===== src/rtl/control_sequencer_pkg.sv =====
// Shared definitions for the hardwired control sequencer: opcodes, ALU
// operation codes, step/state encodings, instruction classes and the strobe
// bundle driven to the datapath.
package cpu_ctrl_pkg;

    localparam int OPCODE_W  = 5;
    localparam int ALUCTRL_W = 5;
    localparam int STEP_W    = 3;

    // Opcode map, IR[31:27]. 5'h1B..5'h1F are undefined.
    localparam logic [OPCODE_W-1:0] OP_LD   = 5'h00;
    localparam logic [OPCODE_W-1:0] OP_LDI  = 5'h01;
    localparam logic [OPCODE_W-1:0] OP_ST   = 5'h02;
    localparam logic [OPCODE_W-1:0] OP_ADD  = 5'h03;
    localparam logic [OPCODE_W-1:0] OP_SUB  = 5'h04;
    localparam logic [OPCODE_W-1:0] OP_AND  = 5'h05;
    localparam logic [OPCODE_W-1:0] OP_OR   = 5'h06;
    localparam logic [OPCODE_W-1:0] OP_SHR  = 5'h07;
    localparam logic [OPCODE_W-1:0] OP_SHRA = 5'h08;
    localparam logic [OPCODE_W-1:0] OP_SHL  = 5'h09;
    localparam logic [OPCODE_W-1:0] OP_ROR  = 5'h0A;
    localparam logic [OPCODE_W-1:0] OP_ROL  = 5'h0B;
    localparam logic [OPCODE_W-1:0] OP_ADDI = 5'h0C;
    localparam logic [OPCODE_W-1:0] OP_ANDI = 5'h0D;
    localparam logic [OPCODE_W-1:0] OP_ORI  = 5'h0E;
    localparam logic [OPCODE_W-1:0] OP_MUL  = 5'h0F;
    localparam logic [OPCODE_W-1:0] OP_DIV  = 5'h10;
    localparam logic [OPCODE_W-1:0] OP_NEG  = 5'h11;
    localparam logic [OPCODE_W-1:0] OP_NOT  = 5'h12;
    localparam logic [OPCODE_W-1:0] OP_BR   = 5'h13;
    localparam logic [OPCODE_W-1:0] OP_JR   = 5'h14;
    localparam logic [OPCODE_W-1:0] OP_IN   = 5'h15;
    localparam logic [OPCODE_W-1:0] OP_OUT  = 5'h16;
    localparam logic [OPCODE_W-1:0] OP_MFHI = 5'h17;
    localparam logic [OPCODE_W-1:0] OP_MFLO = 5'h18;
    localparam logic [OPCODE_W-1:0] OP_NOP  = 5'h19;
    localparam logic [OPCODE_W-1:0] OP_HALT = 5'h1A;

    // ALU operation select; ALU_NONE is driven whenever no ALU step is active.
    localparam logic [ALUCTRL_W-1:0] ALU_ADD  = 5'h00;
    localparam logic [ALUCTRL_W-1:0] ALU_SUB  = 5'h01;
    localparam logic [ALUCTRL_W-1:0] ALU_AND  = 5'h02;
    localparam logic [ALUCTRL_W-1:0] ALU_OR   = 5'h03;
    localparam logic [ALUCTRL_W-1:0] ALU_SHR  = 5'h04;
    localparam logic [ALUCTRL_W-1:0] ALU_SHRA = 5'h05;
    localparam logic [ALUCTRL_W-1:0] ALU_SHL  = 5'h06;
    localparam logic [ALUCTRL_W-1:0] ALU_ROR  = 5'h07;
    localparam logic [ALUCTRL_W-1:0] ALU_ROL  = 5'h08;
    localparam logic [ALUCTRL_W-1:0] ALU_MUL  = 5'h09;
    localparam logic [ALUCTRL_W-1:0] ALU_DIV  = 5'h0A;
    localparam logic [ALUCTRL_W-1:0] ALU_NEG  = 5'h0B;
    localparam logic [ALUCTRL_W-1:0] ALU_NOT  = 5'h0C;
    localparam logic [ALUCTRL_W-1:0] ALU_NONE = 5'h1F;

    typedef enum logic [STEP_W-1:0] {
        T0 = 3'd0, T1 = 3'd1, T2 = 3'd2, T3 = 3'd3,
        T4 = 3'd4, T5 = 3'd5, T6 = 3'd6, T7 = 3'd7
    } step_e;

    typedef enum logic {
        ST_RUN  = 1'b0,
        ST_HALT = 1'b1
    } state_e;

    typedef enum logic [3:0] {
        CL_ALU_REG = 4'd0,  CL_ALU_IMM = 4'd1,  CL_LD   = 4'd2,  CL_LDI     = 4'd3,
        CL_ST      = 4'd4,  CL_MULDIV  = 4'd5,  CL_UNARY = 4'd6, CL_BR      = 4'd7,
        CL_JR      = 4'd8,  CL_IN      = 4'd9,  CL_OUT  = 4'd10, CL_MFHI    = 4'd11,
        CL_MFLO    = 4'd12, CL_NOP     = 4'd13, CL_HALT = 4'd14, CL_ILLEGAL = 4'd15
    } iclass_e;

    // Control strobes, MSB first in this order.
    typedef struct packed {
        logic PCout;  logic Zlowout; logic Zhighout; logic MDRout; logic HIout;
        logic LOout;  logic InPortout; logic Cout;  logic MARin;  logic Zin;
        logic PCin;   logic MDRin;   logic IRin;    logic Yin;    logic HIin;
        logic LOin;   logic OutPortin; logic Read;  logic Write;  logic Gra;
        logic Grb;    logic Grc;     logic Rin;     logic Rout;   logic BAout;
        logic ConIn;  logic incPC;
    } strobes_t;

    // Steps that talk to memory and may be stretched by a slow memory.
    function automatic logic f_is_mem_step(input iclass_e cls, input step_e step);
        return (step == T1) || ((step == T6) && (cls == CL_LD)) ||
               ((step == T7) && (cls == CL_ST));
    endfunction

endpackage


===== src/rtl/control_sequencer_if.sv =====
// Bus between the control sequencer (master) and the CPU datapath (slave).
// mem_ready exists only when CTRL_MEM_WAIT_EN is defined.
interface control_sequencer_if;
    import cpu_ctrl_pkg::*;

    logic [31:0]          ir;
    logic                 con_ff;
    logic                 stop;
`ifdef CTRL_MEM_WAIT_EN
    logic                 mem_ready;
`endif
    logic                 run;
    logic                 illegal;
    logic [ALUCTRL_W-1:0] aluControl;
    strobes_t             strobes;

`ifdef CTRL_MEM_WAIT_EN
    modport master (input ir, input con_ff, input stop, input mem_ready,
                    output run, output illegal, output aluControl, output strobes);
    modport slave  (output ir, output con_ff, output stop, output mem_ready,
                    input run, input illegal, input aluControl, input strobes);
`else
    modport master (input ir, input con_ff, input stop,
                    output run, output illegal, output aluControl, output strobes);
    modport slave  (output ir, output con_ff, output stop,
                    input run, input illegal, input aluControl, input strobes);
`endif

endinterface


===== src/rtl/control_sequencer_decode.sv =====
// Combinational opcode decoder: instruction class, ALU code and an
// undefined-opcode flag.
module ctrl_opcode_decode
    import cpu_ctrl_pkg::*;
(
    input  logic [OPCODE_W-1:0]  i_opcode,
    output iclass_e              o_class,
    output logic [ALUCTRL_W-1:0] o_alu,
    output logic                 o_illegal
);

    // Map each opcode to its execute class and the ALU operation it needs.
    always_comb begin
        o_class = CL_ILLEGAL;
        o_alu   = ALU_NONE;
        case (i_opcode)
            OP_LD:   begin o_class = CL_LD;      o_alu = ALU_ADD;  end
            OP_LDI:  begin o_class = CL_LDI;     o_alu = ALU_ADD;  end
            OP_ST:   begin o_class = CL_ST;      o_alu = ALU_ADD;  end
            OP_ADD:  begin o_class = CL_ALU_REG; o_alu = ALU_ADD;  end
            OP_SUB:  begin o_class = CL_ALU_REG; o_alu = ALU_SUB;  end
            OP_AND:  begin o_class = CL_ALU_REG; o_alu = ALU_AND;  end
            OP_OR:   begin o_class = CL_ALU_REG; o_alu = ALU_OR;   end
            OP_SHR:  begin o_class = CL_ALU_REG; o_alu = ALU_SHR;  end
            OP_SHRA: begin o_class = CL_ALU_REG; o_alu = ALU_SHRA; end
            OP_SHL:  begin o_class = CL_ALU_REG; o_alu = ALU_SHL;  end
            OP_ROR:  begin o_class = CL_ALU_REG; o_alu = ALU_ROR;  end
            OP_ROL:  begin o_class = CL_ALU_REG; o_alu = ALU_ROL;  end
            OP_ADDI: begin o_class = CL_ALU_IMM; o_alu = ALU_ADD;  end
            OP_ANDI: begin o_class = CL_ALU_IMM; o_alu = ALU_AND;  end
            OP_ORI:  begin o_class = CL_ALU_IMM; o_alu = ALU_OR;   end
            OP_MUL:  begin o_class = CL_MULDIV;  o_alu = ALU_MUL;  end
            OP_DIV:  begin o_class = CL_MULDIV;  o_alu = ALU_DIV;  end
            OP_NEG:  begin o_class = CL_UNARY;   o_alu = ALU_NEG;  end
            OP_NOT:  begin o_class = CL_UNARY;   o_alu = ALU_NOT;  end
            OP_BR:   begin o_class = CL_BR;      o_alu = ALU_ADD;  end
            OP_JR:   o_class = CL_JR;
            OP_IN:   o_class = CL_IN;
            OP_OUT:  o_class = CL_OUT;
            OP_MFHI: o_class = CL_MFHI;
            OP_MFLO: o_class = CL_MFLO;
            OP_NOP:  o_class = CL_NOP;
            OP_HALT: o_class = CL_HALT;
            default: o_class = CL_ILLEGAL;
        endcase
        o_illegal = (o_class == CL_ILLEGAL);
    end

endmodule


===== src/rtl/control_sequencer.sv =====
// Hardwired control sequencer: step counter T0..T7, RUN/HALT state and the
// combinational strobe decode driven to the datapath.
// Optional build macro CTRL_MEM_WAIT_EN: memory steps (fetch T1, ld T6,
// st T7) are held with strobes asserted until mem_ready is high.
module control_sequencer
    import cpu_ctrl_pkg::*;
(
    input  logic                clock,
    input  logic                clear,
    control_sequencer_if.master bus
);

    step_e                r_step;
    state_e               r_state;
    logic                 r_illegal;
    step_e                w_step_adv;
    step_e                w_step_nxt;
    state_e               w_state_nxt;
    logic                 w_illegal_nxt;
    logic                 w_hold;
    logic                 w_mem_ready;
    iclass_e              w_class;
    logic [ALUCTRL_W-1:0] w_alu_op;
    logic                 w_op_illegal;
    logic [ALUCTRL_W-1:0] w_alu_ctl;
    strobes_t             w_strobes;
    logic                 w_unused_ir;

    // Only the opcode field steers the sequence; the rest belongs to the datapath.
    assign w_unused_ir = ^bus.ir[31-OPCODE_W:0];

    ctrl_opcode_decode u_decode (
        .i_opcode  (bus.ir[31:32-OPCODE_W]),
        .o_class   (w_class),
        .o_alu     (w_alu_op),
        .o_illegal (w_op_illegal)
    );

`ifdef CTRL_MEM_WAIT_EN
    assign w_mem_ready = bus.mem_ready;
`else
    assign w_mem_ready = 1'b1;
`endif

    // Step, run/halt state and sticky illegal flag; clear aborts everything.
    always_ff @(posedge clock) begin
        if (clear) begin
            r_step    <= T0;
            r_state   <= ST_RUN;
            r_illegal <= 1'b0;
        end else begin
            r_step    <= w_step_nxt;
            r_state   <= w_state_nxt;
            r_illegal <= w_illegal_nxt;
        end
    end

    // Next step/state and strobe decode for the current step and opcode class.
    always_comb begin
        w_step_adv    = T0;
        w_state_nxt   = r_state;
        w_illegal_nxt = r_illegal;
        w_hold        = 1'b0;
        w_strobes     = '0;
        w_alu_ctl     = ALU_NONE;
        if (clear) begin
            // Aborting cycle: nothing may fire, registers reset at the edge.
            w_step_adv = T0;
        end else if (r_state == ST_HALT) begin
            w_step_adv = T0;
        end else if ((r_step == T0) && bus.stop) begin
            // Halt before fetch; T0 strobes are suppressed.
            w_state_nxt = ST_HALT;
            w_step_adv  = T0;
        end else begin
            w_hold = f_is_mem_step(w_class, r_step) && !w_mem_ready;
            case (r_step)
                T0: begin
                    w_strobes.PCout = 1'b1; w_strobes.MARin = 1'b1; w_strobes.incPC = 1'b1;
                    w_step_adv = T1;
                end
                T1: begin
                    w_strobes.Read = 1'b1; w_strobes.MDRin = 1'b1;
                    w_step_adv = T2;
                end
                T2: begin
                    w_strobes.MDRout = 1'b1; w_strobes.IRin = 1'b1;
                    w_step_adv = T3;
                end
                T3: begin
                    case (w_class)
                        CL_ALU_REG, CL_ALU_IMM: begin
                            w_strobes.Grb = 1'b1; w_strobes.Rout = 1'b1; w_strobes.Yin = 1'b1;
                            w_step_adv = T4;
                        end
                        CL_LD, CL_LDI, CL_ST: begin
                            w_strobes.Grb = 1'b1; w_strobes.BAout = 1'b1; w_strobes.Yin = 1'b1;
                            w_step_adv = T4;
                        end
                        CL_MULDIV: begin
                            w_strobes.Gra = 1'b1; w_strobes.Rout = 1'b1; w_strobes.Yin = 1'b1;
                            w_step_adv = T4;
                        end
                        CL_UNARY: begin
                            w_strobes.Grb = 1'b1; w_strobes.Rout = 1'b1; w_strobes.Zin = 1'b1;
                            w_alu_ctl  = w_alu_op;
                            w_step_adv = T4;
                        end
                        CL_BR: begin
                            w_strobes.Gra = 1'b1; w_strobes.Rout = 1'b1; w_strobes.ConIn = 1'b1;
                            w_step_adv = T4;
                        end
                        CL_JR: begin
                            w_strobes.Gra = 1'b1; w_strobes.Rout = 1'b1; w_strobes.PCin = 1'b1;
                        end
                        CL_IN: begin
                            w_strobes.InPortout = 1'b1; w_strobes.Gra = 1'b1; w_strobes.Rin = 1'b1;
                        end
                        CL_OUT: begin
                            w_strobes.Gra = 1'b1; w_strobes.Rout = 1'b1; w_strobes.OutPortin = 1'b1;
                        end
                        CL_MFHI: begin
                            w_strobes.HIout = 1'b1; w_strobes.Gra = 1'b1; w_strobes.Rin = 1'b1;
                        end
                        CL_MFLO: begin
                            w_strobes.LOout = 1'b1; w_strobes.Gra = 1'b1; w_strobes.Rin = 1'b1;
                        end
                        CL_NOP: w_step_adv = T0;
                        default: begin
                            // halt or undefined opcode: stop for good until clear
                            w_state_nxt   = ST_HALT;
                            w_illegal_nxt = r_illegal | w_op_illegal;
                        end
                    endcase
                end
                T4: begin
                    case (w_class)
                        CL_ALU_REG: begin
                            w_strobes.Grc = 1'b1; w_strobes.Rout = 1'b1; w_strobes.Zin = 1'b1;
                            w_alu_ctl  = w_alu_op;
                            w_step_adv = T5;
                        end
                        CL_ALU_IMM, CL_LD, CL_LDI, CL_ST: begin
                            w_strobes.Cout = 1'b1; w_strobes.Zin = 1'b1;
                            w_alu_ctl  = w_alu_op;
                            w_step_adv = T5;
                        end
                        CL_MULDIV: begin
                            w_strobes.Grb = 1'b1; w_strobes.Rout = 1'b1; w_strobes.Zin = 1'b1;
                            w_alu_ctl  = w_alu_op;
                            w_step_adv = T5;
                        end
                        CL_UNARY: begin
                            w_strobes.Zlowout = 1'b1; w_strobes.Gra = 1'b1; w_strobes.Rin = 1'b1;
                        end
                        CL_BR: begin
                            w_strobes.PCout = 1'b1; w_strobes.Yin = 1'b1;
                            w_step_adv = T5;
                        end
                        default: w_step_adv = T0;
                    endcase
                end
                T5: begin
                    case (w_class)
                        CL_ALU_REG, CL_ALU_IMM, CL_LDI: begin
                            w_strobes.Zlowout = 1'b1; w_strobes.Gra = 1'b1; w_strobes.Rin = 1'b1;
                        end
                        CL_LD, CL_ST: begin
                            w_strobes.Zlowout = 1'b1; w_strobes.MARin = 1'b1;
                            w_step_adv = T6;
                        end
                        CL_MULDIV: begin
                            w_strobes.Zlowout = 1'b1; w_strobes.LOin = 1'b1;
                            w_step_adv = T6;
                        end
                        CL_BR: begin
                            w_strobes.Cout = 1'b1; w_strobes.Zin = 1'b1;
                            w_alu_ctl  = w_alu_op;
                            w_step_adv = T6;
                        end
                        default: w_step_adv = T0;
                    endcase
                end
                T6: begin
                    case (w_class)
                        CL_LD: begin
                            w_strobes.Read = 1'b1; w_strobes.MDRin = 1'b1;
                            w_step_adv = T7;
                        end
                        CL_ST: begin
                            w_strobes.Gra = 1'b1; w_strobes.Rout = 1'b1; w_strobes.MDRin = 1'b1;
                            w_step_adv = T7;
                        end
                        CL_MULDIV: begin
                            w_strobes.Zhighout = 1'b1; w_strobes.HIin = 1'b1;
                        end
                        CL_BR: begin
                            // branch target is written only when the condition holds
                            w_strobes.Zlowout = bus.con_ff; w_strobes.PCin = bus.con_ff;
                        end
                        default: w_step_adv = T0;
                    endcase
                end
                T7: begin
                    case (w_class)
                        CL_LD: begin
                            w_strobes.MDRout = 1'b1; w_strobes.Gra = 1'b1; w_strobes.Rin = 1'b1;
                        end
                        CL_ST:   w_strobes.Write = 1'b1;
                        default: w_step_adv = T0;
                    endcase
                end
                default: w_step_adv = T0;
            endcase
        end
        w_step_nxt = w_hold ? r_step : w_step_adv;
    end

    assign bus.strobes    = w_strobes;
    assign bus.aluControl = w_alu_ctl;
    assign bus.run        = (r_state == ST_RUN);
    assign bus.illegal    = r_illegal;

endmodule


===== src/flat_wrapper.sv =====
// flat-port wrapper written by rule: the top's interface ports become plain ports
module control_sequencer_flat import cpu_ctrl_pkg::*;
  (clock, clear, bus_ir, bus_con_ff, bus_stop, bus_run, bus_illegal, bus_aluControl, bus_strobes);
  control_sequencer_if bus_i ();
  input  logic clock;
  input  logic clear;
  input wire logic [$bits(bus_i.ir)-1:0] bus_ir;
  input wire logic [$bits(bus_i.con_ff)-1:0] bus_con_ff;
  input wire logic [$bits(bus_i.stop)-1:0] bus_stop;
  output wire logic [$bits(bus_i.run)-1:0] bus_run;
  output wire logic [$bits(bus_i.illegal)-1:0] bus_illegal;
  output wire logic [$bits(bus_i.aluControl)-1:0] bus_aluControl;
  output wire logic [$bits(bus_i.strobes)-1:0] bus_strobes;
  assign bus_i.ir = bus_ir;
  assign bus_i.con_ff = bus_con_ff;
  assign bus_i.stop = bus_stop;
  assign bus_run = bus_i.run;
  assign bus_illegal = bus_i.illegal;
  assign bus_aluControl = bus_i.aluControl;
  assign bus_strobes = bus_i.strobes;
  control_sequencer u_core (.clock(clock), .clear(clear), .bus(bus_i));
endmodule

===== config.mk =====
export PLATFORM = sky130hd
export DESIGN_NAME = control_sequencer_flat
export DESIGN_NICKNAME = d
export VERILOG_FILES = /design/src/rtl/control_sequencer_pkg.sv /design/src/rtl/control_sequencer_if.sv /design/src/rtl/control_sequencer_decode.sv /design/src/rtl/control_sequencer.sv /design/src/flat_wrapper.sv
export SDC_FILE = /design/constraint.sdc
export NUM_CORES = 1
export LEC_CHECK = 0
export CORE_MARGIN = 5
export CORE_UTILIZATION = 30
export DETAILED_ROUTE_END_ITERATION = 8
export PLACE_DENSITY_LB_ADDON = 0.12
export SLEW_MARGIN = 30
export SYNTH_ARGS = -nofsm -noshare
export SYNTH_HDL_FRONTEND = slang
export SYNTH_SLANG_ARGS = --single-unit

===== constraint.sdc =====
create_clock -name clock -period 1.8 [get_ports clock]
set_input_delay 0.27 -clock clock [delete_from_list [all_inputs] [get_ports clock]]
set_output_delay 0.27 -clock clock [all_outputs]
set_load 0.01 [all_outputs]

# ---- Word-level counts from Yosys, hierarchy flattened
# Cells that the tools add are included.
dict set report word_totals {
  ff_bits 5
  inputBits 36
  output_inout_bits 34
  word_cells 147
}
dict set report classes {
  eq_ne 47
  mux 66
  n_bitwise 4
  n_reduce_logical 27
}
# op count
set op_table {}
lappend op_table {{27-bit two-way mux} 3}
lappend op_table {{5-bit case mux with 13 select lines} 1}
lappend op_table {{4-bit case mux with 15 select lines} 1}
lappend op_table {{5-bit == test (second input constant)} 11}
lappend op_table {{5-bit by 4-bit == test with 1-bit output (second input constant)} 8}
lappend op_table {{1-bit two-way mux} 33}
lappend op_table {{5-bit two-way mux} 6}
lappend op_table {{4-bit == test (second input constant)} 7}
lappend op_table {{3-bit case mux with 8 select lines} 1}
lappend op_table {{7-bit OR reduction} 3}
lappend op_table {{5-bit by 3-bit == test with 1-bit output (second input constant)} 4}
lappend op_table {{1-bit case mux with 2 select lines} 9}
lappend op_table {{6-bit OR reduction} 3}
lappend op_table {{4-bit by 3-bit == test with 1-bit output (second input constant)} 4}
lappend op_table {{3-bit two-way mux} 5}
lappend op_table {{5-bit case mux with 3 select lines} 1}
lappend op_table {{3-bit OR reduction} 5}
lappend op_table {{14-bit OR reduction} 1}
lappend op_table {{3-bit == test (second input constant)} 4}
lappend op_table {{2-bit OR reduction} 6}
lappend op_table {{5-bit by 2-bit == test with 1-bit output (second input constant)} 2}
lappend op_table {{1-bit case mux with 3 select lines} 3}
lappend op_table {{9-bit OR reduction} 1}
lappend op_table {{4-bit by 2-bit == test with 1-bit output (second input constant)} 2}
lappend op_table {{other kinds (16)} 20}

# ---- Longest topological paths before layout
# Gate-level depths: netlist (run 1).
dict set report depth {
  ltp_word 10
  mapped_depth 7
  depth_no_buf 4
}

# ---- Cells and area by module
# From an unflattened synthesis (run 1), not the netlist that was laid out.
dict set report hier_totals {
  cells_unflattened 198
  area_unflattened_um2 1242.4
}
# mod n_inst cells_per_inst area_each_um2 seq_area_each_um2
set by_module_without_submodules {}
lappend by_module_without_submodules {control_sequencer 1 161 1018.5 100.1}
lappend by_module_without_submodules {ctrl_opcode_decode 1 37 224.0 0.0}

# ---- Worst setup path before layout (run 1)
# OpenSTA, ideal clock, no wires.
dict set report synth_timing {
  path_type {input -> output}
  startpoint {input port bus_ir[31]}
  endpoint {output port bus_strobes[24]}
  arrival_ps 1497
  required_ps 1530
  setup_slack_ps 33
  stages 7
  n_path_buf 3
  path_cell_list {buf_4 > or3b_1 > buf_6 > nor3_2 > o21ai_1 > nor2_1 > buf_4}
}
dict set report synth_between {
  elab_chain_len 9
  elab_cells_between_ends 38
  classes_between {eq/ne: 27; mux: 6; reduce/logical: 5}
}
# item line_no
set synth_lines {}
lappend synth_lines {{start, declared} flat_wrapper.sv:7} ;# input wire logic [$bits(bus_i.ir)-1:0] bus_ir;
lappend synth_lines {{5-bit by 4-bit == test with 1-bit output (tied with other cells)} control_sequencer_decode.sv:16} ;# case (i_opcode)
lappend synth_lines {{9-bit OR reduction (no line) (tied with other cells)} n/a}
lappend synth_lines {{4-bit case mux with 15 select lines *} control_sequencer_decode.sv:16}
lappend synth_lines {{4-bit by 3-bit == test with 1-bit output *} control_sequencer.sv:185} ;# case (w_class)
lappend synth_lines {{1-bit two-way mux *} control_sequencer.sv:185}
lappend synth_lines {{1-bit two-way mux *} control_sequencer.sv:77} ;# case (r_step)
lappend synth_lines {{27-bit two-way mux *} control_sequencer.sv:71} ;# end else if ((r_step == T0) && bus.stop) begin
lappend synth_lines {{27-bit two-way mux *} control_sequencer.sv:69} ;# end else if (r_state == ST_HALT) begin
lappend synth_lines {{27-bit two-way mux *} control_sequencer.sv:66} ;# if (clear) begin
lappend synth_lines {{end, declared} flat_wrapper.sv:13} ;# output wire logic [$bits(bus_i.strobes)-1:0] bus_strobes;
# Mark *: on every way between the ends. The rest lies on a longest branch, timed or not.

# ---- Final worst setup path (run 1)
dict set report layout_timing {
  startpoint {register u_core.r_step[2]}
  endpoint {output port bus_aluControl[2]}
}
dict set report layout_between {
  elab_chain_len 5
  elab_cells_between_ends 9
  classes_between {eq/ne: 3; mux: 4; reduce/logical: 2}
}
# item line_no
set layout_lines {}
lappend layout_lines {{start, declared} control_sequencer.sv:13} ;# step_e r_step;
lappend layout_lines {{start signal, assigned} control_sequencer.sv:52} ;# r_step <= w_step_nxt;
lappend layout_lines {{3-bit == test (tied with other cells)} control_sequencer.sv:77}
lappend layout_lines {{5-bit case mux with 3 select lines / 1-bit logical AND (equally long branches)} {control_sequencer.sv:77, control_sequencer.sv:71}}
lappend layout_lines {{5-bit two-way mux *} control_sequencer.sv:71}
lappend layout_lines {{5-bit two-way mux *} control_sequencer.sv:69}
lappend layout_lines {{5-bit two-way mux *} control_sequencer.sv:66}
lappend layout_lines {{end, declared} flat_wrapper.sv:12} ;# output wire logic [$bits(bus_i.aluControl)-1:0] bus_aluControl;
# Marked as above.

==> results.rst, run 1 <==
.. list-table::
   :header-rows: 1

   * - Metric
     - Value
   * - Via count of the first global-routing pass
     - 1,943
   * - DP Worst Slack
     - -0.927 ns
   * - Die X-Extent
     - 73.8 um
   * - Final Hold Fails
     - 0
   * - Detailed placer's ending HPWL
     - 4450 um
   * - Total power density per cell area
     - 333 nW/um^2
   * - Number of hold buffers added after CTS
     - 0
   * - Data required time at the worst endpoint
     - 1.53 ns
   * - Die height
     - 73.8 um
   * - Routed length per instance
     - 17.6 um
   * - Skew-Pair Late Insertion Delay
     - 0.23 ns
   * - Crit path time final
     - 2.05 ns
   * - Mapped Area
     - 1220 um^2
   * - Clock transition at the register clock pins on the worst setup and hold paths after CTS
     - 0.04 ns
   * - Number of maximum-capacitance constraint violations
     - 0
   * - Number of diodes
     - 0
   * - WL met2
     - 3030 um
   * - Antenna-violating nets left
     - 0
   * - Number of I/O port buffers
     - 42
   * - Number of nets produced by synthesis
     - 234
   * - Setup slack on the worst flop-to-flop path
     - 0.07 ns
   * - Worst setup path category
     - flip-flop to primary output
   * - Iteration-0 DRC Markers
     - 222
   * - CTS tree
     - built
   * - Layout cell share with drive strength beyond 1
     - 0.595
   * - EDFF count, synth
     - 0
   * - Row Count
     - 23
   * - Number of clock sinks seen by CTS
     - 5
   * - Detailed-route via count
     - 2,025
   * - Final worst slack
     - -0.250 ns
   * - Share of flip-flops with an asynchronous set or reset after synthesis
     - 0
   * - TritonRoute pass-1 iters
     - 4
   * - Maximum number of pins on one net before global-route repair
     - 17
   * - Weighted congestion reported at the end of routability-driven placement
     - 0.983
   * - Met1 wire length
     - 2670 um
   * - Setup skew after layout
     - 0.00930 ns
   * - Routed vias/inst
     - 5.64
   * - Global-route wire length before repair
     - 9450 um
   * - DRC viols
     - 0
   * - Critical Path Source Type
     - flip-flop
   * - Distinct cells, synth
     - 53
   * - Length of routed met3 wiring
     - 466 um
   * - CTS Root Cell
     - sky130_fd_sc_hd__clkbuf_8
   * - Post-synthesis sequential element count
     - 5
   * - Post-Synthesis Cells
     - 198
   * - Unrepaired setup endpoints after global routing
     - yes
   * - CP arrival
     - 1.78 ns
   * - Initial cell density of the core
     - 0.307
   * - Flip-flop cell with the highest count after synthesis
     - sky130_fd_sc_hd__dfxtp_1
   * - Antenna violations before repair
     - 0
   * - Area of the die
     - 5450 um^2
   * - Static leakage
     - 1.10 nW
   * - Register-to-Register Path Depth
     - 9
   * - Least-Margin Pin Slew
     - 0.362 ns
   * - Total congestion overflow
     - 0
   * - Failing checks
     - setup timing
   * - Peak supply drop
     - 0.376 mV
   * - Highest metal layer with signal wires
     - met4
   * - Tot GR Track Use
     - 0.226
   * - Post-synthesis to final-layout area growth
     - 108%
   * - Syn_area_per_cell
     - 6.17 um^2
   * - CTS max path bufs
     - 2
   * - Largest fanout on the critical path
     - 3
   * - Tightest Hold Check Type
     - flip-flop to flip-flop
   * - Relative slew margins
     - 0.756
   * - Layout Cell Area excl Fill
     - 2540 um^2
   * - Outcome
     - finished with violations
   * - Fillcell total
     - 370
   * - Count of final setup violators
     - 12
   * - Fmax
     - 488 MHz
   * - Yosys warning total
     - 0
   * - Critical path endpoint category
     - primary output
   * - Portion of the post-synthesis area used by sequential elements
     - 0.0820
   * - Period Utilization, post-route
     - 1.14
   * - Total I/O pin count
     - 70
   * - Placeable core area
     - 3970 um^2
   * - Count of pins over their slew limit
     - 0
   * - Htree depth
     - 1
   * - Cells on Worst Hold Path
     - 1
   * - Cts bufs inserted
     - 3
   * - Wirelength, routed
     - 6330 um
   * - NumNets Final
     - 346
   * - Placed Area
     - 2100 um^2
[state kept, by name (all words and copies together) (netlist names)]
register / cells
u_core.bus.illegal: 1
u_core.r_step: 3
u_core.r_state: 1
[timing repair]
item,CTS,global route
setup endpoints to repair,34,31
cloned,1,0
pin swaps,27,25
resized for setup,211,35
setup buffers,13,8
[power by group]
| group | internal (mW) | switching, mW | total, mW | leakage, nW |
|---|---|---|---|---|
| Sequential | 0.119 | 0.0127 | 0.132 | 0.0425 |
| Combinational | 0.245 | 0.246 | 0.491 | 1.04 |
| Clock | 0.153 | 0.0695 | 0.223 | 0.0228 |
| Total | 0.518 | 0.328 | 0.846 | 1.10 |
[final timing paths]
check | from | end
setup reg to reg | u_core.r_step[2]$_SDFF_PP0_ | u_core.r_step[2]$_SDFF_PP0_
hold / removal | u_core.bus.illegal$_SDFFE_PP0P_ | u_core.bus.illegal$_SDFFE_PP0P_
setup / recovery | u_core.r_step[2]$_SDFF_PP0_ | bus_aluControl[2]
hold reg to reg | u_core.bus.illegal$_SDFFE_PP0P_ | u_core.bus.illegal$_SDFFE_PP0P_
[synthesized netlist by cell type, drive strengths merged, types with 2 or more instances]
cell | instances | area [um^2]
a22o | 3 | 26.3
a21oi | 13 | 65.1
a32oi | 2 | 17.5
nand2b | 6 | 37.5
or3 | 2 | 12.5
nand3 | 5 | 25.0
o211ai | 4 | 30.0
a31oi | 8 | 50.1
o31ai | 2 | 15.0
nand3b | 3 | 22.5
and3b | 2 | 17.5
and2 | 5 | 31.3
o22ai | 3 | 18.8
inv | 4 | 15.0
nor2 | 22 | 82.6
buf | 14 | 80.1
nor3 | 12 | 70.1
dfxtp | 5 | 100
o21ai | 16 | 83.8
nor4 | 2 | 12.5
nand4 | 3 | 18.8
nor3b | 4 | 30.0
nor2b | 5 | 31.3
a21o | 2 | 15.0
or3b | 2 | 17.5
mux2i | 2 | 20.0
or2 | 3 | 18.8
clkbuf | 10 | 38.8
nand2 | 19 | 71.3
[critical path, stage by stage, from the launching register on]
cell and delay, ns:
sky130_fd_sc_hd__dfxtp_2 0.33, sky130_fd_sc_hd__buf_6 0.12, sky130_fd_sc_hd__buf_6 0.11, sky130_fd_sc_hd__nand3b_1 0.22, sky130_fd_sc_hd__buf_4 0.18, sky130_fd_sc_hd__nor3_2 0.11, sky130_fd_sc_hd__a21oi_1 0.06, sky130_fd_sc_hd__a211o_1 0.28
sky130_fd_sc_hd__buf_2 0.14
[stage by stage]
stage | total power, mW | hold slack (ns) | setup TNS, ns | instances | util
3_5_place_dp | 0.498 | 0.465 | -24.28 | 335 | 0.530
2_1_floorplan | 0.311 | 0.339 | 0 | 198 | -
4_1_cts | 0.785 | 0.488 | -1.13 | 352 | 0.600
5_1_grt | 0.889 | 0.510 | -2.17 | 359 | 0.639
3_3_place_gp | 0.499 | 0.473 | -23.80 | 335 | 0.530
6_report | 0.846 | 0.486 | -1.27 | 359 | 0.639
[cells by family (layout without fill, tap and decap cells)]
kind of cell	after synthesis	after routing	synth area share
AND/OR/NAND/NOR	97	97	0.421
AO/OA/AOI/OAI	65	65	0.364
buffers and inverters	28	139	0.110
flip-flops	5	5	0.0820
multiplexers	2	2	0.0164
XOR/XNOR	1	1	0.00717
[cells in the final DEF (no fill, tap or decap), types with 6 or more instances in the layout]
cell and n:
sky130_fd_sc_hd__buf_4 67, sky130_fd_sc_hd__buf_2 28, sky130_fd_sc_hd__buf_6 25, sky130_fd_sc_hd__nand2_1 16
sky130_fd_sc_hd__nor2_1 13, sky130_fd_sc_hd__a21oi_1 11, sky130_fd_sc_hd__o21ai_0 10, sky130_fd_sc_hd__nor3_2 7
sky130_fd_sc_hd__nor2_4 6, sky130_fd_sc_hd__a31oi_1 6
[cell type report]
type,instances,area (um^2),area share
repair buffers,131,1020,0.404
flip-flops and latches,5,106,0.0419
clock buffers,4,45.0,0.0178
multi-input cells,165,1280,0.506
well taps,50,62.6,0.0247
inverters,4,15.0,0.00592
[layer usage]
metal,track usage,vias up
met5,0,-
met4,0.0926,0
met3,0.0246,18
met2,0.378,86
met1,0.293,968
li1,-,953
Power figures use the tool's default switching activity.
==> inputs of run 2 (changes only) <==
- DONT_BUFFER_PORTS: default -> 1
- SYNTH_HIERARCHICAL: default -> 1
==> run 2 against run 1 <==
The flow still finishes with violations (setup timing). Via count is 14% lower. Worst setup slack worse by 0.11 ns. Power increased by 2.1%. Global-route usage is 4.5 points lower. Sequential power about the same. Sequential share of layout area rose by 0.41 points. Area after synthesis grew 1.7%. Final cell count decreased by 14%. Combinational power is 8.6% higher. Largest power group unchanged. Wire length shrank 13%. Count of clock-buffer cells in the layout did not move. Critical path type is now primary input to primary output. Clock skew is 0.0092 ns lower.
==> results.rst, run 2 <==
.. list-table::
   :header-rows: 1

   * - Metric
     - Value
   * - Die X-Extent
     - 74.4 um (was 73.8 um)
   * - CTS max path bufs
     - 2 (unchanged)
   * - Tot GR Track Use
     - 0.181 (was 0.226)
   * - Count of final setup violators
     - 22 (was 12)
   * - Critical Path Source Type
     - primary input (was flip-flop)
   * - Critical path endpoint category
     - primary output (unchanged)
   * - Worst setup path category
     - primary input to primary output (was flip-flop to primary output)
   * - Via count of the first global-routing pass
     - 1,701 (was 1,943)
   * - Initial cell density of the core
     - 0.311 (was 0.307)
   * - Clock transition at the register clock pins on the worst setup and hold paths after CTS
     - 0.03 ns (was 0.04 ns)
   * - TritonRoute pass-1 iters
     - 4 (unchanged)
   * - CP arrival
     - 1.89 ns (was 1.78 ns)
   * - Static leakage
     - 0.902 nW (was 1.10 nW)
   * - Htree depth
     - 1 (unchanged)
   * - Bufs and invs on worst path
     - 0 (was 4)
   * - Fmax
     - 463 MHz (was 488 MHz)
   * - Total I/O pin count
     - 70 (unchanged)
   * - Number of diodes
     - 0 (unchanged)
   * - Register with the most flip-flops
     - u_core/r_step (was u_core.r_step)
   * - Count of pins over their slew limit
     - 0 (unchanged)
   * - Cts bufs inserted
     - 3 (unchanged)
   * - Detailed-route via count
     - 1,744 (was 2,025)
   * - Fillcell total
     - 377 (was 370)
   * - Crit path time final
     - 2.16 ns (was 2.05 ns)
   * - DRC viols
     - 0 (unchanged)
   * - Routed length per instance
     - 17.8 um (was 17.6 um)
   * - Wirelength, routed
     - 5480 um (was 6330 um)
   * - Post-Synthesis Cells
     - 198 (unchanged)
   * - NumNets Final
     - 295 (was 346)
   * - Skew-Pair Late Insertion Delay
     - 0.21 ns (was 0.23 ns)
   * - Final worst slack
     - -0.358 ns (was -0.250 ns)
   * - Placeable core area
     - 4000 um^2 (was 3970 um^2)
   * - Portion of the post-synthesis area used by sequential elements
     - 0.0806 (was 0.0820)
   * - Final Hold Fails
     - 0 (unchanged)
   * - Layout cell share with drive strength beyond 1
     - 0.601 (was 0.595)
   * - Data required time at the worst endpoint
     - 1.53 ns (about the same)
   * - Post-layout instance count excluding filler cells
     - 308 (was 359)
   * - Number of I/O port buffers
     - 0 (was 42)
   * - Detailed placer's ending HPWL
     - 3940 um (was 4450 um)
   * - Setup skew after layout
     - 0.0000690 ns (was 0.00930 ns)
   * - Row Count
     - 23 (unchanged)
   * - Number of nets produced by synthesis
     - 234 (unchanged)
   * - Flip-flop cell with the highest count after synthesis
     - sky130_fd_sc_hd__dfxtp_1 (unchanged)
   * - Synth top cells by count
     - sky130_fd_sc_hd__nor2_1 (28), sky130_fd_sc_hd__a21oi_1 (18), sky130_fd_sc_hd__nand2_1 (18), sky130_fd_sc_hd__nor3_1 (13) (was sky130_fd_sc_hd__nor2_1 (22), sky130_fd_sc_hd__nand2_1 (19), sky130_fd_sc_hd__o21ai_0 (14), sky130_fd_sc_hd__a21oi_1 (13))
   * - Period Utilization, post-route
     - 1.20 (was 1.14)
   * - Largest delay share family, worst path
     - compound AO/OA/AOI/OAI gates (was buffers and inverters)
   * - Placed instance count
     - 294 (was 335)
   * - Largest fanout on the critical path
     - 12 (was 3)
   * - Iteration-0 DRC Markers
     - 116 (was 222)
   * - Peak supply drop
     - 0.368 mV (was 0.376 mV)
   * - Unrepaired setup endpoints after global routing
     - yes (unchanged)
   * - Weighted congestion reported at the end of routability-driven placement
     - 0.913 (was 0.983)
   * - Global-route wire length before repair
     - 8000 um (was 9450 um)
   * - Total congestion overflow
     - 0 (unchanged)
   * - Layout Cell Area excl Fill
     - 2250 um^2 (was 2540 um^2)
   * - Outcome
     - finished with violations (unchanged)
   * - Worst hold slack
     - 0.123 ns (was 0.486 ns)
   * - Maximum number of pins on one net before global-route repair
     - 13 (was 17)
   * - Distinct cells, synth
     - 54 (was 53)
   * - Commonest cells after routing, fill and taps aside
     - sky130_fd_sc_hd__buf_4 (59), sky130_fd_sc_hd__nor2_1 (16), sky130_fd_sc_hd__buf_6 (16), sky130_fd_sc_hd__nand2_1 (15), sky130_fd_sc_hd__nor2_2 (12) (was sky130_fd_sc_hd__buf_4 (67), sky130_fd_sc_hd__buf_2 (28), sky130_fd_sc_hd__buf_6 (25), sky130_fd_sc_hd__nand2_1 (16), sky130_fd_sc_hd__nor2_1 (13))
   * - EDFF count, synth
     - 0 (unchanged)
   * - Post-synthesis sequential element count
     - 5 (unchanged)
   * - Total power density per cell area
     - 383 nW/um^2 (was 333 nW/um^2)
   * - Least-Margin Pin Slew
     - 0.398 ns (was 0.362 ns)
   * - Number of maximum-capacitance constraint violations
     - 0 (unchanged)
   * - Crit path cell chain
     - nand2b_4 > o21ai_2 > a22o_4 > or3b_4 > a2111oi_4 > a31oi_2 > a211oi_2 (was buf_6 > buf_6 > nand3b_1 > buf_4 > nor3_2 > a21oi_1 > a211o_1 > buf_2)
   * - Max stage delay cell, worst path
     - sky130_fd_sc_hd__or3b_4 (was sky130_fd_sc_hd__dfxtp_2)
   * - Post-synthesis to final-layout area growth
     - 81.5% (was 108%)
   * - Area fraction of the dominant cell type after synthesis
     - 0.0846 (was 0.0820)
   * - Max reg flops
     - 3 (unchanged)
   * - Syn_area_per_cell
     - 6.27 um^2 (was 6.17 um^2)
   * - Commonest non-fill, non-tap cell in the layout
     - sky130_fd_sc_hd__buf_4 (unchanged)
   * - Placed Area
     - 1760 um^2 (was 2100 um^2)
   * - Number of hold buffers added after CTS
     - 0 (unchanged)
   * - Relative slew margins
     - 0.734 (was 0.756)
   * - Slowest Stage Delay on Critical Path
     - 0.42 ns (was 0.33 ns)
   * - Most used standard cell by instance count after synthesis
     - sky130_fd_sc_hd__nor2_1 (unchanged)
   * - Antenna violations before repair
     - 0 (unchanged)
   * - Mapped Area
     - 1240 um^2 (was 1220 um^2)
   * - Antenna-violating nets left
     - 0 (unchanged)
   * - Routed vias/inst
     - 5.66 (was 5.64)
   * - Failing checks
     - setup timing (unchanged)
   * - Tightest Hold Check Type
     - primary input to flip-flop (was flip-flop to flip-flop)
   * - Yosys warning total
     - 6 (was 0)
   * - Post-synthesis cell type with the largest combined area
     - sky130_fd_sc_hd__nor2_1 (was sky130_fd_sc_hd__dfxtp_1)
   * - Number of clock sinks seen by CTS
     - 5 (unchanged)
   * - Area of the die
     - 5530 um^2 (was 5450 um^2)
   * - Synth top area cells
     - sky130_fd_sc_hd__nor2_1 (8.5%), sky130_fd_sc_hd__dfxtp_1 (8.1%), sky130_fd_sc_hd__a21oi_1 (7.3%), sky130_fd_sc_hd__nand2_1 (5.4%), sky130_fd_sc_hd__nor3_1 (5.2%) (was sky130_fd_sc_hd__dfxtp_1 (8.2%), sky130_fd_sc_hd__nor2_1 (6.8%), sky130_fd_sc_hd__nand2_1 (5.8%), sky130_fd_sc_hd__o21ai_0 (5.7%), sky130_fd_sc_hd__a21oi_1 (5.3%))
   * - DP Worst Slack
     - -0.433 ns (was -0.927 ns)
   * - CTS tree
     - built (unchanged)
   * - Share of flip-flops with an asynchronous set or reset after synthesis
     - 0 (unchanged)
   * - Die height
     - 74.4 um (was 73.8 um)
   * - CTS Root Cell
     - sky130_fd_sc_hd__clkbuf_8 (unchanged)
## run 2: changes by cell type in the layout (fill, tap and decap cells not counted), moves of 6 or more
cell / change
sky130_fd_sc_hd__buf_2: -28
sky130_fd_sc_hd__buf_6: -9
sky130_fd_sc_hd__nor2_2: +9
sky130_fd_sc_hd__buf_4: -8
sky130_fd_sc_hd__o21ai_0: -6
## run 2: where the power goes
group          switching [mW]  internal, mW
combinational           0.280         0.254
sequential             0.0122         0.117
clock                  0.0491         0.152
## run 2: repair_timing
action | 4_1_cts | 5_1_grt
buffers inserted | 9 | 3
setup endpoints to repair | 28 | 31
resized for setup | 40 | 51
pin swaps | 15 | 22
hold endpoints to repair | 0 | 0
## run 2: area by class of cell
cell class,instances,area [um^2],area share
multi-input cells,165,1380,0.612
repair buffers,75,623,0.276
flip-flops and latches,5,104,0.0461
well taps,50,62.6,0.0277
clock buffers,4,45.0,0.0200
inverters,9,41.3,0.0183
## run 2: stage by stage
stage | util | setup TNS, ns | total power [mW]
after global placement | 0.440 | -6.67 | 0.515
final | 0.564 | -3.71 | 0.864
after floorplan | - | -3.44 | 0.387
after global routing | 0.564 | -5.70 | 0.918
after CTS | 0.510 | -3.54 | 0.793
after detailed placement | 0.440 | -7.28 | 0.518
## run 2: logic make-up (layout without fill, tap and decap cells)
kind of cell | after synthesis | in the layout | share of synthesized area
AO/OA/AOI/OAI | 58 | 58 | 0.324
XOR/XNOR | 3 | 3 | 0.0212
buffers and inverters | 28 | 88 | 0.121
flip-flops | 5 | 5 | 0.0806
multiplexers | 3 | 3 | 0.0242
AND/OR/NAND/NOR | 101 | 101 | 0.429
## run 2: worst paths after layout
kind,start,endpoint,slack [ns],cells past startpoint
max,bus_ir[27],bus_strobes[17],-0.36,7
min,clear,u_core/bus.illegal$_SDFFE_PP0P_,0.12,1
max reg2reg,u_core/r_step[1]$_SDFF_PP0_,u_core/r_step[2]$_SDFF_PP0_,0.09,6
min reg2reg,u_core/bus.illegal$_SDFFE_PP0P_,u_core/bus.illegal$_SDFFE_PP0P_,0.55,2
## run 2: routing by layer
layer | vias up | track usage | share of wire
met5 | - | 0 | 0
met4 | 0 | 0.0257 | 0.0088
met3 | 6 | 0.0351 | 0.074
met2 | 64 | 0.322 | 0.51
met1 | 827 | 0.231 | 0.41
li1 | 847 | - | -
==> inputs of run 3 (changes only) <==
- CTS_CLUSTER_DIAMETER: default -> 200
- SKIP_CTS_REPAIR_TIMING: default -> 1
==> run 3 against run 2 <==
The flow still finishes with violations (setup timing). Maximum frequency fell by 0.93%. Final cell count down 1.6%. Global-route usage decreased by 1.3 points. Sequential share of layout area up 0.42 points. Sequential cell count unchanged. Critical endpoint unchanged. Highest routed layer unchanged.
==> results.rst, run 3 (synthesis gave the netlist of run 2 again) <==
.. list-table::
   :header-rows: 1

   * - Metric
     - Value
   * - Outcome
     - finished with violations (unchanged)
   * - Failing checks
     - setup timing (unchanged)
   * - Wirelength, routed
     - 5000 um (was 5480 um)
   * - Detailed placer's ending HPWL
     - 3940 um (unchanged)
   * - Tightest Hold Check Type
     - primary input to flip-flop (unchanged)
   * - Crit path time final
     - 2.18 ns (was 2.16 ns)
   * - Largest fanout on the critical path
     - 10 (was 12)
   * - Via count of the first global-routing pass
     - 1,529 (was 1,701)
   * - Count of final setup violators
     - 19 (was 22)
   * - Antenna-violating nets left
     - 0 (unchanged)
   * - Number of diodes
     - 0 (unchanged)
   * - Antenna violations before repair
     - 0 (unchanged)
   * - Design internal power
     - 492 uW (was 522 uW)
   * - Number of I/O port buffers
     - 0 (unchanged)
   * - Iteration-0 DRC Markers
     - 90 (was 116)
   * - Worst reg2reg startpoint
     - u_core/r_step[0]$_SDFF_PP0_ (was u_core/r_step[1]$_SDFF_PP0_)
   * - CTS max path bufs
     - 2 (unchanged)
   * - Launching element of the worst setup path
     - bus_ir[30] (was bus_ir[27])
   * - Number of clock sinks seen by CTS
     - 5 (unchanged)
   * - Max reg flops
     - 3 (unchanged)
   * - Cells on Worst Hold Path
     - 1 (unchanged)
   * - Unrepaired setup endpoints after global routing
     - yes (unchanged)
   * - Total Power Consumption
     - 804 uW (was 864 uW)
   * - Routed length per instance
     - 16.5 um (was 17.8 um)
   * - Post-synthesis to final-layout area growth
     - 66.5% (was 81.5%)
   * - Register-to-Register Path Depth
     - 6 (unchanged)
   * - Total congestion overflow
     - 0 (unchanged)
   * - Total power density per cell area
     - 389 nW/um^2 (was 383 nW/um^2)
   * - Peak supply drop
     - 0.363 mV (was 0.368 mV)
   * - CTS tree
     - built (unchanged)
   * - Static leakage
     - 0.824 nW (was 0.902 nW)
   * - Setup skew after layout
     - 0.000237 ns (was 0.0000690 ns)
   * - CP arrival
     - 1.91 ns (was 1.89 ns)
   * - Die height
     - 74.4 um (unchanged)
   * - Data required time at the worst endpoint
     - 1.53 ns (about the same)
   * - Die X-Extent
     - 74.4 um (unchanged)
   * - Commonest non-fill, non-tap cell in the layout
     - sky130_fd_sc_hd__buf_4 (unchanged)
   * - Final worst slack
     - -0.379 ns (was -0.358 ns)
   * - Critical Path Source Type
     - primary input (unchanged)
   * - Weighted congestion reported at the end of routability-driven placement
     - 0.913 (unchanged)
   * - Worst hold slack
     - 0.123 ns (about the same)
   * - Placed Area
     - 1760 um^2 (unchanged)
   * - Sum Neg Setup Slack
     - -3.49 ns (was -3.71 ns)
   * - Relative slew margins
     - 0.746 (was 0.734)
   * - Combinational fraction of design power
     - 0.588 (was 0.618)
   * - Clock transition at the register clock pins on the worst setup and hold paths after CTS
     - 0.03 ns (about the same)
   * - Worst Min Path Start
     - clear (unchanged)
   * - Maximum number of pins on one net before global-route repair
     - 13 (unchanged)
   * - Htree depth
     - 1 (unchanged)
   * - Number of maximum-capacitance constraint violations
     - 0 (unchanged)
   * - CTS Root Cell
     - sky130_fd_sc_hd__clkbuf_8 (unchanged)
   * - Commonest cells after routing, fill and taps aside
     - sky130_fd_sc_hd__buf_4 (64), sky130_fd_sc_hd__nor2_1 (19), sky130_fd_sc_hd__nand2_1 (15), sky130_fd_sc_hd__a21oi_1 (14), sky130_fd_sc_hd__nor2_2 (9) (was sky130_fd_sc_hd__buf_4 (59), sky130_fd_sc_hd__nor2_1 (16), sky130_fd_sc_hd__buf_6 (16), sky130_fd_sc_hd__nand2_1 (15), sky130_fd_sc_hd__nor2_2 (12))
   * - Total I/O pin count
     - 70 (unchanged)
   * - Switching power of the nets
     - 312 uW (was 341 uW)
   * - Critical path endpoint category
     - primary output (unchanged)
   * - Tot GR Track Use
     - 0.168 (was 0.181)
   * - Final standard cell utilization of the core
     - 0.517 (was 0.564)
   * - Layout Cell Area excl Fill
     - 2070 um^2 (was 2250 um^2)
   * - DRC viols
     - 0 (unchanged)
   * - Global-route wire length before repair
     - 7460 um (was 8000 um)
   * - Least-Margin Pin Slew
     - 0.378 ns (was 0.398 ns)
   * - Row Count
     - 23 (unchanged)
   * - Part of the total power dissipated in sequential elements
     - 0.163 (was 0.150)
   * - Register with the most flip-flops
     - u_core/r_step (unchanged)
   * - Skew-Pair Late Insertion Delay
     - 0.21 ns (about the same)
   * - Period Utilization, post-route
     - 1.21 (was 1.20)
   * - Initial cell density of the core
     - 0.311 (unchanged)
   * - Routed vias/inst
     - 5.56 (was 5.66)
   * - Count of pins over their slew limit
     - 0 (unchanged)
   * - Final Hold Fails
     - 0 (unchanged)
   * - Cts bufs inserted
     - 3 (unchanged)
   * - NumNets Final
     - 290 (was 295)
   * - Area of the die
     - 5530 um^2 (unchanged)
   * - TritonRoute pass-1 iters
     - 4 (unchanged)
   * - Fmax
     - 459 MHz (was 463 MHz)
   * - Worst setup path category
     - primary input to primary output (unchanged)
   * - Placeable core area
     - 4000 um^2 (unchanged)
   * - Relative contribution of the clock network to total power
     - 0.249 (was 0.232)
   * - Switching share of total power
     - 0.388 (was 0.395)
   * - Layout cell share with drive strength beyond 1
     - 0.526 (was 0.601)
   * - Detailed-route via count
     - 1,684 (was 1,744)
==> run 3: layer usage <==
metal / part of all wire / vias to the layer above / global-route usage
li1: - / 833 / -
met2: 0.48 / 50 / 0.286
met3: 0.064 / 2 / 0.0351
met1: 0.45 / 799 / 0.227
met5: 0 / - / 0
met4: 0.0042 / 0 / 0.0158
==> run 3: critical path, cell delays in order <==
cell and delay (ns):
sky130_fd_sc_hd__o211ai_1 0.17, sky130_fd_sc_hd__o221ai_2 0.14, sky130_fd_sc_hd__buf_2 0.17, sky130_fd_sc_hd__or3b_4 0.39
sky130_fd_sc_hd__a2111oi_4 0.32, sky130_fd_sc_hd__a31oi_2 0.09, sky130_fd_sc_hd__a211oi_2 0.35
==> run 3: final timing paths <==
check | slack, ns | end
worst max register to register | 0.25 | u_core/r_step[2]$_SDFF_PP0_
worst max-delay path | -0.38 | bus_strobes[17]
worst min register to register | 0.54 | u_core/bus.illegal$_SDFFE_PP0P_
worst min-delay path | 0.12 | u_core/bus.illegal$_SDFFE_PP0P_
==> run 3: final cells by class <==
class | count | area, um^2
sequential | 5 | 104
timing repair buffer | 70 | 546
tap | 50 | 62.6
clock buffer | 4 | 45.0
fill | 399 | 1930
inverter | 9 | 38.8
multi-input combinational | 165 | 1270
==> run 3: through the flow <==
stage,setup WS [ns],std cells
floorplan,-0.329,198
global placement,-0.401,294
detailed placement,-0.433,294
CTS,-0.441,298
global route,-0.425,303
finish,-0.379,303
==> run 3: power groups by stage <==
stage / Combinational (mW) / Sequential (mW) / Clock (mW)
floorplan: 0.262 / 0.125 / 0
global placement: 0.385 / 0.130 / 0
detailed placement: 0.387 / 0.131 / 0
CTS: 0.388 / 0.129 / 0.210
global route: 0.507 / 0.132 / 0.219
finish: 0.472 / 0.131 / 0.200
